<file path="config.mk">
export PLATFORM = sky130hd
export DESIGN_NAME = note_tone_sequencer
export DESIGN_NICKNAME = d
export VERILOG_FILES = /design/src/rtl/note_tone_sequencer_pkg.sv /design/src/rtl/note_tone_sequencer.sv
export SDC_FILE = /design/constraint.sdc
export NUM_CORES = 1
export LEC_CHECK = 0
export ABC_AREA = 1
export CORE_MARGIN = 1.5
export CORE_UTILIZATION = 45
export CTS_BUF_LIST = sky130_fd_sc_hd__clkbuf_2 sky130_fd_sc_hd__clkbuf_4 sky130_fd_sc_hd__clkbuf_8
export DETAILED_ROUTE_END_ITERATION = 7
export GPL_TIMING_DRIVEN = 0
export PLACE_DENSITY = 0.78
export SYNTH_ARGS = -nofsm -noshare
export SYNTH_HDL_FRONTEND = slang
export SYNTH_SLANG_ARGS = --single-unit
</file>
<file path="constraint.sdc">
create_clock -name inclk -period 4.7 [get_ports inclk]
set_clock_uncertainty 0.05 [all_clocks]
set_input_delay 0.94 -clock inclk [delete_from_list [all_inputs] [get_ports inclk]]
set_output_delay 0.94 -clock inclk [all_outputs]
set_load 0.02 [all_outputs]
</file>
<file path="src/rtl/note_tone_sequencer_pkg.sv">
// Shared types and constants for the note/tone sequencer: FSM state
// encoding, the eight-note scale table and its lookup helper.
package note_tone_sequencer_pkg;

    typedef enum logic [1:0] {
        IDLE,
        MANUAL,
        AUTO_PLAY,
        AUTO_GAP
    } state_t;

    localparam int unsigned NOTE_COUNT = 8;

    // Half-period counts for C5 D5 E5 F5 G5 A5 B5 C6.
    localparam logic [31:0] NOTE_TABLE [NOTE_COUNT] = '{
        32'hBAB9, 32'hA65D, 32'h9430, 32'h8BE9,
        32'h7CB8, 32'h6EF9, 32'h62F1, 32'h5D5D
    };

    function automatic logic [31:0] note_lookup(input logic [2:0] idx);
        return NOTE_TABLE[idx];
    endfunction

endpackage

</file>
<file path="src/rtl/note_tone_sequencer.sv">
// Note/tone sequencer: selects a note either manually or by stepping
// through the C5..C6 scale with a sound/silence beat, and drives the
// half-period count and audio gate for the downstream clock divider.
module note_tone_sequencer
    import note_tone_sequencer_pkg::*;
#(
    parameter int unsigned BEAT_CYCLES = 25000000,
    parameter int unsigned GAP_CYCLES  = 2500000
) (
    input  logic        inclk,
    input  logic        Reset,
    input  logic        play,
    input  logic        mode_auto,
    input  logic [2:0]  sel,
    output logic [31:0] div_clk_count,
    output logic        tone_on,
    output logic [2:0]  note_idx,
    output logic        note_strobe
);

    localparam logic [31:0] BEAT_LAST = 32'(BEAT_CYCLES - 1);
    localparam logic [31:0] GAP_LAST  = 32'(GAP_CYCLES - 1);

    state_t      state;
    state_t      state_nxt;
    logic [31:0] cnt;
    logic [31:0] cnt_nxt;
    logic [2:0]  idx_nxt;
    logic        tone_nxt;

    // Next state, beat counter and note index; !play overrides everything.
    // The counter defaults to zero so any state change clears it.
    always_comb begin
        state_nxt = state;
        cnt_nxt   = '0;
        idx_nxt   = note_idx;
        if (!play) begin
            state_nxt = IDLE;
        end else begin
            case (state)
                IDLE: begin
                    if (mode_auto) begin
                        state_nxt = AUTO_PLAY;
                        idx_nxt   = '0;
                    end else begin
                        state_nxt = MANUAL;
                        idx_nxt   = sel;
                    end
                end
                MANUAL: begin
                    if (mode_auto) begin
                        state_nxt = AUTO_PLAY;
                        idx_nxt   = '0;
                    end else begin
                        idx_nxt = sel;
                    end
                end
                AUTO_PLAY: begin
                    if (!mode_auto) begin
                        state_nxt = MANUAL;
                        idx_nxt   = sel;
                    end else if (cnt == BEAT_LAST) begin
                        state_nxt = AUTO_GAP;
                    end else begin
                        cnt_nxt = cnt + 32'd1;
                    end
                end
                AUTO_GAP: begin
                    if (!mode_auto) begin
                        state_nxt = MANUAL;
                        idx_nxt   = sel;
                    end else if (cnt == GAP_LAST) begin
                        state_nxt = AUTO_PLAY;
                        idx_nxt   = note_idx + 3'd1;
                    end else begin
                        cnt_nxt = cnt + 32'd1;
                    end
                end
                default: state_nxt = IDLE;
            endcase
        end
        tone_nxt = (state_nxt == MANUAL) || (state_nxt == AUTO_PLAY);
    end

    // State and registered outputs; outputs are derived from the next
    // state/index so they become valid in the same cycle as the state.
    always_ff @(posedge inclk or negedge Reset) begin
        if (!Reset) begin
            state         <= IDLE;
            cnt           <= '0;
            note_idx      <= '0;
            div_clk_count <= NOTE_TABLE[0];
            tone_on       <= 1'b0;
            note_strobe   <= 1'b0;
        end else begin
            state    <= state_nxt;
            cnt      <= cnt_nxt;
            note_idx <= idx_nxt;
            tone_on  <= tone_nxt;
            if (tone_nxt) begin
                div_clk_count <= note_lookup(idx_nxt);
            end
            note_strobe <= ((state_nxt == AUTO_PLAY) && (state != AUTO_PLAY)) ||
                           ((state_nxt == MANUAL) &&
                            ((state != MANUAL) || (idx_nxt != note_idx)));
        end
    end

endmodule

</file>
==> summary.txt <==
Yosys
  • Register area share after synthesis: approximately 41%
  • Mapped cell area: 3312 sq um
  • Synthesized area per cell: 7.527 sq um
  • #FFs+latches synth: between 50 and 60
  • Count of cell types in the netlist: 35
  • Synthesized instance count: between 400 and 500
  • Warnings from Yosys: 0

Cells and area
  • Finished Cell Area: roughly 3900 sq um
  • Commonest non-fill, non-tap cell in the layout: nand2_1
  • Nets: 506
  • Number of inserted diodes: 0
  • Area Overhead vs Synth: 16.40%
  • Final Non-Filler Cells: 589
  • Most frequent cells in the layout: nand2_1 (101), nor2_1 (85), inv_1 (56)
  • Layout cell share with drive strength beyond 1: 13.47%

Clocking
  • Clock sink count: 54
  • Clock buffer depth: 2
  • Max H-tree Level: 2
  • Post-CTS resize count: 0
  • Clock Latency Late Sink: 0.31 ns
  • Root buf cell: clkbuf_8
  • Worst-path clk slew: 0.10 ns
  • Post-CTS Setup Bufs: 0
  • CTS tree: done
  • CTS Hold Bufs: 0
  • CTS Buf Count: 5

Power and ir drop
  • Worst VDD drop: 221.8 uV
  • Switching Fraction: 31.40%
  • Pint: about 0.74 mW
  • Share of power burned in registers: approximately half
  • Switching power: 0.3406 mW
  • PwrDens: around 280 nW/um^2
  • Lkg Pwr: 1.764 nW
  • Comb power frac: about a quarter
  • Clock share of power: 24.6%
  • Total power: ~1.1 mW

Die
  • Initial Utilization: 46.16%
  • Die Span Y: 88.79 um
  • Core ar.: 7176 sq um
  • Cell Rows: 31
  • Die ar.: 7884 sq um
  • Die W: 88.79 um
  • Io pins: between 40 and 50

Placed design
  • Placed Area: 3761 sq um
  • Hpwl dp: around 5400 um
  • GP Congestion: 0.9218
  • I/O Buffers: 25
  • Cells after DPL: 581

Global routing
  • Largest net degree at the start of global routing: 39
  • Vias in the first global route: 2639
  • Gr usage total: 19.16%
  • Total gr overflow: 0
  • Initial antenna violation count: 0
  • First-pass GRT wire length: 11820 um

Worst setup path
  • Startpoint types: register
  • Cells along the critical path: ha_1 -> nand3_2 -> nor3b_4 -> nand4_1 -> a21oi_1 -> a211oi_1 -> nor2_1 -> inv_1 -> ha_1 -> buf_2 -> inv_1 -> clkbuf_1 -> nor2_1 -> a31oi_1
  • Crit end category: register
  • Maximum fanout along the worst path: 10
  • Worst path max stage delay: 0.39 ns
  • Worst endpoint data arrival time: between 3 and 4 ns
  • Slowest cell on crit path: dfrtp_1
  • WS Path Type: reg2reg
  • WP data required: 4.88 ns

Drt
  • Routed wire length: 6976 um
  • Vias/cell: 4.801
  • Antenna viol nets, final: 0
  • Drt initial violations: ~150
  • Wirelength per Cell: 11.84 um
  • Residual DRC: 0
  • Via count: ~2800
  • Pre-Repair DR Iteration Count: 5

STA
  • Pins Over Slew Limit: 0
  • Fin. Hold Viols: 0
  • Worst hold margin: around 0.43 ns
  • Max Clock Freq: about 340 MHz
  • Final Setup Violations: 0
  • Period Utilization, post-route: 62.48%
  • Worst slew margin: a little over half
  • Setup tns final: 0 ns
  • RSZ-0062 raised after global routing: no
  • Period minus WS final: about 3 ns
  • Worst-Margin Slew: 0.7040 ns

Status
  • Status: finished clean

Job
  • Max-cap violations: 0

Worst hold path
  • Hold crit path type: reg2reg
==> layout make-up <==
type | count | area, sq um
Timing Repair Buffer | 26 | 265.3
Inverter | 59 | 221.5
Clock inverter | 3 | 25.02
Multi-Input combinational cell | 318 | 1624
Buffer | 25 | 162.7
Clock buffer | 5 | 68.82
Fill cell | 681 | 3321
Tap cell | 99 | 123.9
Sequential cell | 54 | 1364
==> per-stage QoR <==
stage / setup slack [ns] / utilization (%)
floorplan: 2.127 / -
global route: 1.485 / 53.72
finish: 1.764 / 53.72
global placement: 1.043 / 52.21
CTS: 1.747 / 53.72
detailed placement: 1.429 / 52.42
==> cell usage after synthesis <==
master	number	area (sq um)
a211oi_1	3	22.52
a21oi_1	7	35.03
a31oi_1	4	25.02
buf_2	4	20.02
buf_4	17	127.6
clkbuf_1	4	15.01
conb_1	1	3.750
dfrtp_1	44	1101
dfstp_2	10	262.8
ha_1	10	125.1
inv_1	56	210.2
inv_2	3	11.26
nand2_1	101	379.1
nand2_2	3	18.77
nand3_1	21	105.1
nand3_2	3	30.03
nand3b_4	1	20.02
nand4_1	7	43.79
nand4_2	1	12.51
nor2_1	85	319.1
nor2_2	5	31.28
nor2_4	2	22.52
nor3_1	7	35.03
nor3_2	2	20.02
nor3b_1	4	30.03
nor3b_2	2	25.02
nor3b_4	1	18.77
nor4_1	4	25.02
o211ai_1	3	22.52
o21ai_0	6	30.03
o21ai_2	1	8.760
o32ai_1	1	8.760
o41ai_1	1	8.760
or2_2	1	6.260
xor2_1	15	131.4
==> sequential cells by signal, indices dropped and copies added, names as in the netlist <==
signal	flops
note_idx	3
div_clk_count	15
tone_on	1
state	2
cnt	32
note_strobe	1
==> power groups by stage <==
stage / combinational (mW) / clock, mW / sequential (mW)
CTS: 0.274 / 0.277 / 0.546
global placement: 0.267 / 0 / 0.554
floorplan: 0.106 / 0 / 0.603
detailed placement: 0.273 / 0 / 0.555
global route: 0.300 / 0.300 / 0.552
finish: 0.272 / 0.267 / 0.546
==> worst max-delay path, delay by kind of cell (launching register included) <==
family / cells / cell delay [ns]
AOI/OAI and AO/OA: 3 / 0.37
adders and majority gates: 2 / 0.54
buffers and inverters: 4 / 0.68
DFF: 1 / 0.39
and+or+nand+nor: 5 / 0.81
==> routing by layer <==
| metal | global-route usage (%) | wire length, um | vias up |
|---|---|---|---|
| met4 | 5.256 | 72 | 0 |
| met2 | 30.65 | 3306 | 83 |
| met5 | 0 | 0 | - |
| li1 | - | - | 1436 |
| met3 | 3.545 | 351 | 6 |
| met1 | 26.67 | 3246 | 1303 |
==> cells by family after synthesis <==
| logic type | count (synthesis) | share of synthesized area (%) |
|---|---|---|
| AOI/OAI and AO/OA | 26 | 4.873 |
| xor gates and xnor gates | 15 | 3.967 |
| adders and majority gates | 10 | 3.778 |
| buffers and inverters | 84 | 11.60 |
| DFF | 54 | 41.18 |
| other | 1 | 0.1132 |
| and+or+nand+nor | 250 | 34.49 |
==> path summary, 6_finish.rpt <==
check / slack (ns) / cells after the start / startpoint / to
max in group asynchronous: 3.51 / 2 / Reset / div_clk_count[15]
min in group asynchronous: 0.49 / 1 / Reset / note_strobe
max reg2reg: 1.76 / 14 / cnt[0] / div_clk_count[6]
min reg2reg: 0.43 / 2 / div_clk_count[12] / div_clk_count[12]
min: 0.43 / 2 / div_clk_count[12] / div_clk_count[12]
max: 1.76 / 14 / cnt[0] / div_clk_count[6]
(Power assumes the default switching activity.)
